**src/rtl/pid_pwm_out.sv**
```systemverilog
`default_nettype none
// ============================================================================
//  Module   : pid_pwm_out
//  Purpose  : Captures per-channel signed PID power words and drives a
//             double-buffered sign-magnitude PWM (pwm + dir) per channel,
//             with a dead period on reversal and a per-channel watchdog.
//  Revision : 1.0 - initial release
// ============================================================================
module pid_pwm_out #(
    parameter int AW  = 1,
    parameter int OW  = 12,
    parameter int PSW = 0,
    parameter int WDT = 4
) (
    input  logic              clk_pid,
    input  logic              reset_n,
    input  logic              ce,
    input  logic [AW-1:0]     a,
    input  logic [OW-1:0]     m_k,
    output logic [2**AW-1:0]  pwm,
    output logic [2**AW-1:0]  dir,
    output logic [2**AW-1:0]  run
);
    localparam int AN  = 2**AW;
    localparam int CW  = OW - 1;
    localparam int WDW = (WDT > 0) ? $clog2(WDT + 1) : 1;

    typedef enum logic [1:0] {
        S_IDLE = 2'd0,
        S_RUN  = 2'd1,
        S_GAP  = 2'd2
    } state_t;

    logic          w_tick;
    logic          w_wrap;
    logic [CW-1:0] r_cnt;

    // The most negative word has no positive twin; it clamps to full scale.
    function automatic logic [CW-1:0] f_mag(input logic [OW-1:0] m);
        logic [OW-1:0] neg;
        neg = -m;
        if (!m[OW-1])
            return m[CW-1:0];
        else if (neg[OW-1])
            return {CW{1'b1}};
        else
            return neg[CW-1:0];
    endfunction

    generate
        if (PSW > 0) begin : g_presc
            logic [PSW-1:0] r_presc;
            always_ff @(posedge clk_pid or negedge reset_n) begin
                if (!reset_n)
                    r_presc <= '0;
                else
                    r_presc <= r_presc + PSW'(1);
            end
            assign w_tick = &r_presc;
        end else begin : g_no_presc
            assign w_tick = 1'b1;
        end
    endgenerate

    always_ff @(posedge clk_pid or negedge reset_n) begin
        if (!reset_n)
            r_cnt <= '0;
        else if (w_tick)
            r_cnt <= r_cnt + CW'(1);
    end

    assign w_wrap = w_tick & (&r_cnt);

    generate
        for (genvar gi = 0; gi < AN; gi++) begin : g_ch
            state_t         r_state;
            state_t         w_state_nxt;
            logic [OW-1:0]  r_shadow;
            logic           r_fresh;
            logic [CW-1:0]  r_active;
            logic [CW-1:0]  w_active_nxt;
            logic [CW-1:0]  w_mag;
            logic           r_dir;
            logic           w_dir_nxt;
            logic           w_sgn;
            logic           w_wd_trip;
            logic [WDW-1:0] r_wd;
            logic [WDW-1:0] w_wd_nxt;
            logic           r_pwm;
            logic           r_run;

            assign w_mag     = f_mag(r_shadow);
            assign w_sgn     = r_shadow[OW-1];
            assign w_wd_trip = (WDT != 0) && (int'(r_wd) + 1 == WDT);

            always_comb begin
                w_state_nxt  = r_state;
                w_active_nxt = r_active;
                w_dir_nxt    = r_dir;
                w_wd_nxt     = r_wd;
                if (w_wrap) begin
                    if (r_fresh)
                        w_wd_nxt = '0;
                    else if (int'(r_wd) < WDT)
                        w_wd_nxt = r_wd + WDW'(1);

                    case (r_state)
                        S_GAP: begin
                            w_dir_nxt    = w_sgn;
                            w_active_nxt = w_mag;
                            w_state_nxt  = S_RUN;
                        end
                        S_IDLE, S_RUN: begin
                            if (!r_fresh && (r_state == S_IDLE || w_wd_trip)) begin
                                w_state_nxt  = S_IDLE;
                                w_active_nxt = '0;
                            end else if (w_sgn == r_dir || w_mag == '0) begin
                                w_state_nxt  = S_RUN;
                                w_active_nxt = w_mag;
                            end else begin
                                w_state_nxt  = S_GAP;
                                w_active_nxt = '0;
                            end
                        end
                        default: begin
                            w_state_nxt  = S_IDLE;
                            w_active_nxt = '0;
                        end
                    endcase
                end
            end

            always_ff @(posedge clk_pid or negedge reset_n) begin
                if (!reset_n) begin
                    r_state  <= S_IDLE;
                    r_shadow <= '0;
                    r_fresh  <= 1'b0;
                    r_active <= '0;
                    r_dir    <= 1'b0;
                    r_wd     <= '0;
                    r_pwm    <= 1'b0;
                    r_run    <= 1'b0;
                end else begin
                    r_state  <= w_state_nxt;
                    r_active <= w_active_nxt;
                    r_dir    <= w_dir_nxt;
                    r_wd     <= w_wd_nxt;
                    r_pwm    <= (r_state == S_RUN) && (r_cnt < r_active);
                    r_run    <= (r_state == S_RUN);
                    // A capture on the wrap cycle keeps fresh set for the next period.
                    if (ce && a == AW'(gi)) begin
                        r_shadow <= m_k;
                        r_fresh  <= 1'b1;
                    end else if (w_wrap) begin
                        r_fresh  <= 1'b0;
                    end
                end
            end

            assign pwm[gi] = r_pwm;
            assign dir[gi] = r_dir;
            assign run[gi] = r_run;
        end
    endgenerate

endmodule
`default_nettype wire

```
**config.mk**
```make
export PLATFORM = sky130hd
export DESIGN_NAME = pid_pwm_out
export DESIGN_NICKNAME = d
export VERILOG_FILES = /design/src/rtl/pid_pwm_out.sv
export SDC_FILE = /design/constraint.sdc
export NUM_CORES = 1
export LEC_CHECK = 0
export ABC_AREA = 1
export BUFFER_PORTS_ARGS = -buffer_cell sky130_fd_sc_hd__buf_2
export CORE_MARGIN = 3
export CORE_UTILIZATION = 60
export CTS_BUF_LIST = sky130_fd_sc_hd__clkbuf_16
export CTS_CLUSTER_DIAMETER = 60
export DETAILED_ROUTE_END_ITERATION = 8
export HOLD_SLACK_MARGIN = 0.02
export PLACE_DENSITY_LB_ADDON = 0.12
export SYNTH_ARGS = -nofsm -noshare
export SYNTH_HDL_FRONTEND = slang
export SYNTH_SLANG_ARGS = --single-unit
```
**constraint.sdc**
```tcl
create_clock -name clk_pid -period 2.05 [get_ports clk_pid]
set_clock_uncertainty 0.15 [all_clocks]
set_input_delay 0.3075 -clock clk_pid [delete_from_list [all_inputs] [get_ports clk_pid]]
set_output_delay 0.3075 -clock clk_pid [all_outputs]
set_load 0.02 [all_outputs]
```
==> reports/results.tsv <==
metric	value	unit
Max-slew headroom	52.6	%
crit path DAT	2.26	ns
post-layout worst setup margin	-0.0821	ns
status	complete, but fails checks	
Synth area leader	dfrtp_1	
CP endpoint kind	flop	
FF-to-FF Start	g_ch[1].r_shadow[0]	
clk slew on worst S/H paths	0.06	ns
clk sinks	75	
max-cap violation count	0	
TritonCTS buffer count	9	
antenna-violating nets left	0	
yosys warns	0	
GP Congestion	0.892	
Pwr per Cell Area	763	nW/um2
Min-Delay Startpoint	m_k[6]	
GR Util met3	3.40	%
I/O Buffers	21	
R2R Path End	g_ch[1].r_active[10]	
root buffer cell	clkbuf_16	
Mapped Area	4400	um2
layout cells sized above 1	29.2	%
Max Clk Rate	469	MHz
vias in the first global route	3612	
met1 track utilization from global routing	31.3	%
failing checks	negative setup slack	
min cycle time layout	2.13	ns
Vias	3999	
Final Max Tran Viols	0	
number of diodes	0	
H-tree lvl count	3	
commonest non-fill, non-tap cell in the layout	nand2_1	
largest net degree at the start of global routing	76	
crit path to	g_ch[1].r_active[10]	
Fin. Hold Viols	0	
Critical Path RT	2.17	ns
initial antenna violation count	0	
die height	91.6	um
die width	91.6	um
Max Buffers Root-to-Sink	2	
Area Growth Syn to Fin	26.6	%
worst skew pair latency	0.33	ns
Initial DRC Count	223	
DRC viols	0	
maximum vdd ir drop	0.518	mV
first-pass GRT wire length	16700	um
Yosys top cell area share	42.7	%
Core ar.	6940	um2
HP Class	primary input to flop	
sequential area share after synthesis	42.7	%
drt wl/cell	15.4	um
Initial Utilization	63.3	%
full die area	8390	um2
global routing's busiest layer	met2	
io pins	22	
nets	674	
CP max FO	6	
critical setup path kind	flop to flop	
Filler cells	462	
Unique masters post-synth	35	
Finish-stage setup viols	13	
CP Launch Point	g_ch[1].r_shadow[0]	
GR met2 Demand/Resource	43.0	%
# rows	30	
Lkg Pwr	2.85	nW
commonest cells after routing, fill and taps aside	138 x nand2_1, 70 x dfrtp_1, 69 x inv_1	
post-DR vias/cell	5.46	
Tightest Pin Transition	0.709	ns
grt total ovfl	0	
final wirelength	11300	um
Final Cycle Share	104	%
Yosys reg bits	75	
post-synth net total	615	
R2R depth	12	
crit start category	flop	
Syn Area/Cell	7.68	um2
placed wire-length estimate	6910	um
fin util	80.1	%
CTS tree	built	
Tot GR Track Use	25.2	%
RSZ-0062 raised after global routing	yes	
hold_ws	0.121	ns
First-pass DRT Iterations	5	
r2r setup slk	-0.08	ns
Syn Inst Count	572	
synth top area cells	dfrtp_1 43%, nand2_1 14%, ha_1 7.7%, inv_1 6.7%, nand3_1 5.1%	
-- layer usage --
metal  vias to the layer above  part of all wire, %
met1                      1882                   42
met4                         0                  4.2
met3                        38                  3.9
li1                       1944                    -
met2                       135                   50
met5                         -                    0
-- through the flow --
step / std cells / TNS, ns / area [um2] / total power [mW] / setup slack, ns
6_report: 732 / -0.725 / 5570 / 4.24 / -0.0821
5_1_grt: 732 / -2.88 / 5570 / 4.41 / -0.196
4_1_cts: 708 / 0 / 5050 / 4.02 / 0.00312
3_5_place_dp: 690 / -0.567 / 4660 / 2.17 / -0.0640
3_3_place_gp: 690 / 0 / 4660 / 2.15 / 0.0353
2_1_floorplan: 572 / 0 / 4400 / 2.01 / 0.174
-- sequential cells by signal, indices dropped and copies added, names as in the netlist --
signal and count:
g_ch.r_wd 6, g_ch.r_pwm 2, g_ch.r_run 2, g_ch.r_active 22, r_cnt 11, g_ch.r_dir 2
g_ch.r_fresh 2, g_ch.r_state 4, g_ch.r_shadow 24
-- where the power goes --
group	leakage (nW)	switching [mW]	internal, mW
combinational	1.70	0.463	0.304
clock	0.167	0.646	1.20
sequential	0.979	0.0892	1.54
total	2.85	1.20	3.05
-- worst min-delay path by stage --
stage	end	slack, ns	cells after the start
2_1_floorplan	g_ch[0].r_active[0]	-0.14	0
3_3_place_gp	r_cnt[2]	0.20	2
3_5_place_dp	r_cnt[2]	0.20	2
4_1_cts	g_ch[1].r_shadow[0]	0.13	3
5_1_grt	g_ch[1].r_shadow[0]	0.15	3
6_report	g_ch[1].r_shadow[6]	0.12	3
-- logic make-up (layout without fill, tap and decap cells) --
kind of cell,count (synthesis),count (layout),share of synthesized area [%]
XOR/XNOR,14,14,2.79
flip-flops,75,75,42.7
adder cells (fa/ha/maj),27,27,7.69
AO/OA/AOI/OAI,72,72,9.00
buffers and inverters,100,162,9.59
AND/OR/NAND/NOR,284,286,28.2
-- worst max-delay path, stage by stage (launching register included) --
cell	delay, ns
dfrtp_1	0.40
inv_2	0.12
ha_4	0.18
nor2_4	0.05
xnor2_2	0.23
nand3_1	0.13
nor2_1	0.11
nand3_1	0.09
o21bai_2	0.18
nand2_2	0.13
nand2_4	0.16
nand2_2	0.06
nand2_2	0.06
-- layout make-up --
class / count / area (um2) / area share (%)
repair buffers: 63 / 442 / 7.94
flip-flops and latches: 75 / 1880 / 33.8
multi-input cells: 399 / 2460 / 44.2
clock buffers: 9 / 225 / 4.05
well taps: 96 / 120 / 2.16
inverters: 83 / 312 / 5.60
clock inverters: 7 / 124 / 2.23
-- what timing repair did --
item | in CTS | in global routing
endpoints found under the setup margin | 23 | 32
pin swaps | 1 | 27
gates cloned | 1 | 1
gates resized for setup | 10 | 95
hold buffers | 1 | 0
hold endpoints to repair | 75 | 0
setup buffers | 0 | 23
-- synthesized netlist by cell type --
cell type  number
ha_1           27
xor2_1          9
dfrtp_1        75
nand2_4         1
nor4_1          3
nand4_1         6
nor3_1          4
o21a_1          2
o221ai_1        1
o21ai_1         2
nand4_2         1
or2_2           1
buf_6           2
a22oi_1         1
a21oi_1        19
nor2_2          8
o211ai_1        4
nand2_2         8
o21ai_0        40
a2111oi_0       2
buf_4           8
inv_1          78
nor2_1         33
nand3b_1        1
nand2_1       169
clkbuf_1        6
nor2_4          1
buf_2           1
nand3_2         1
inv_2           5
xnor2_1         5
o21bai_2        1
nand2b_1        1
nand3_1        45
nor3_4          1
(Power assumes the default switching activity.)
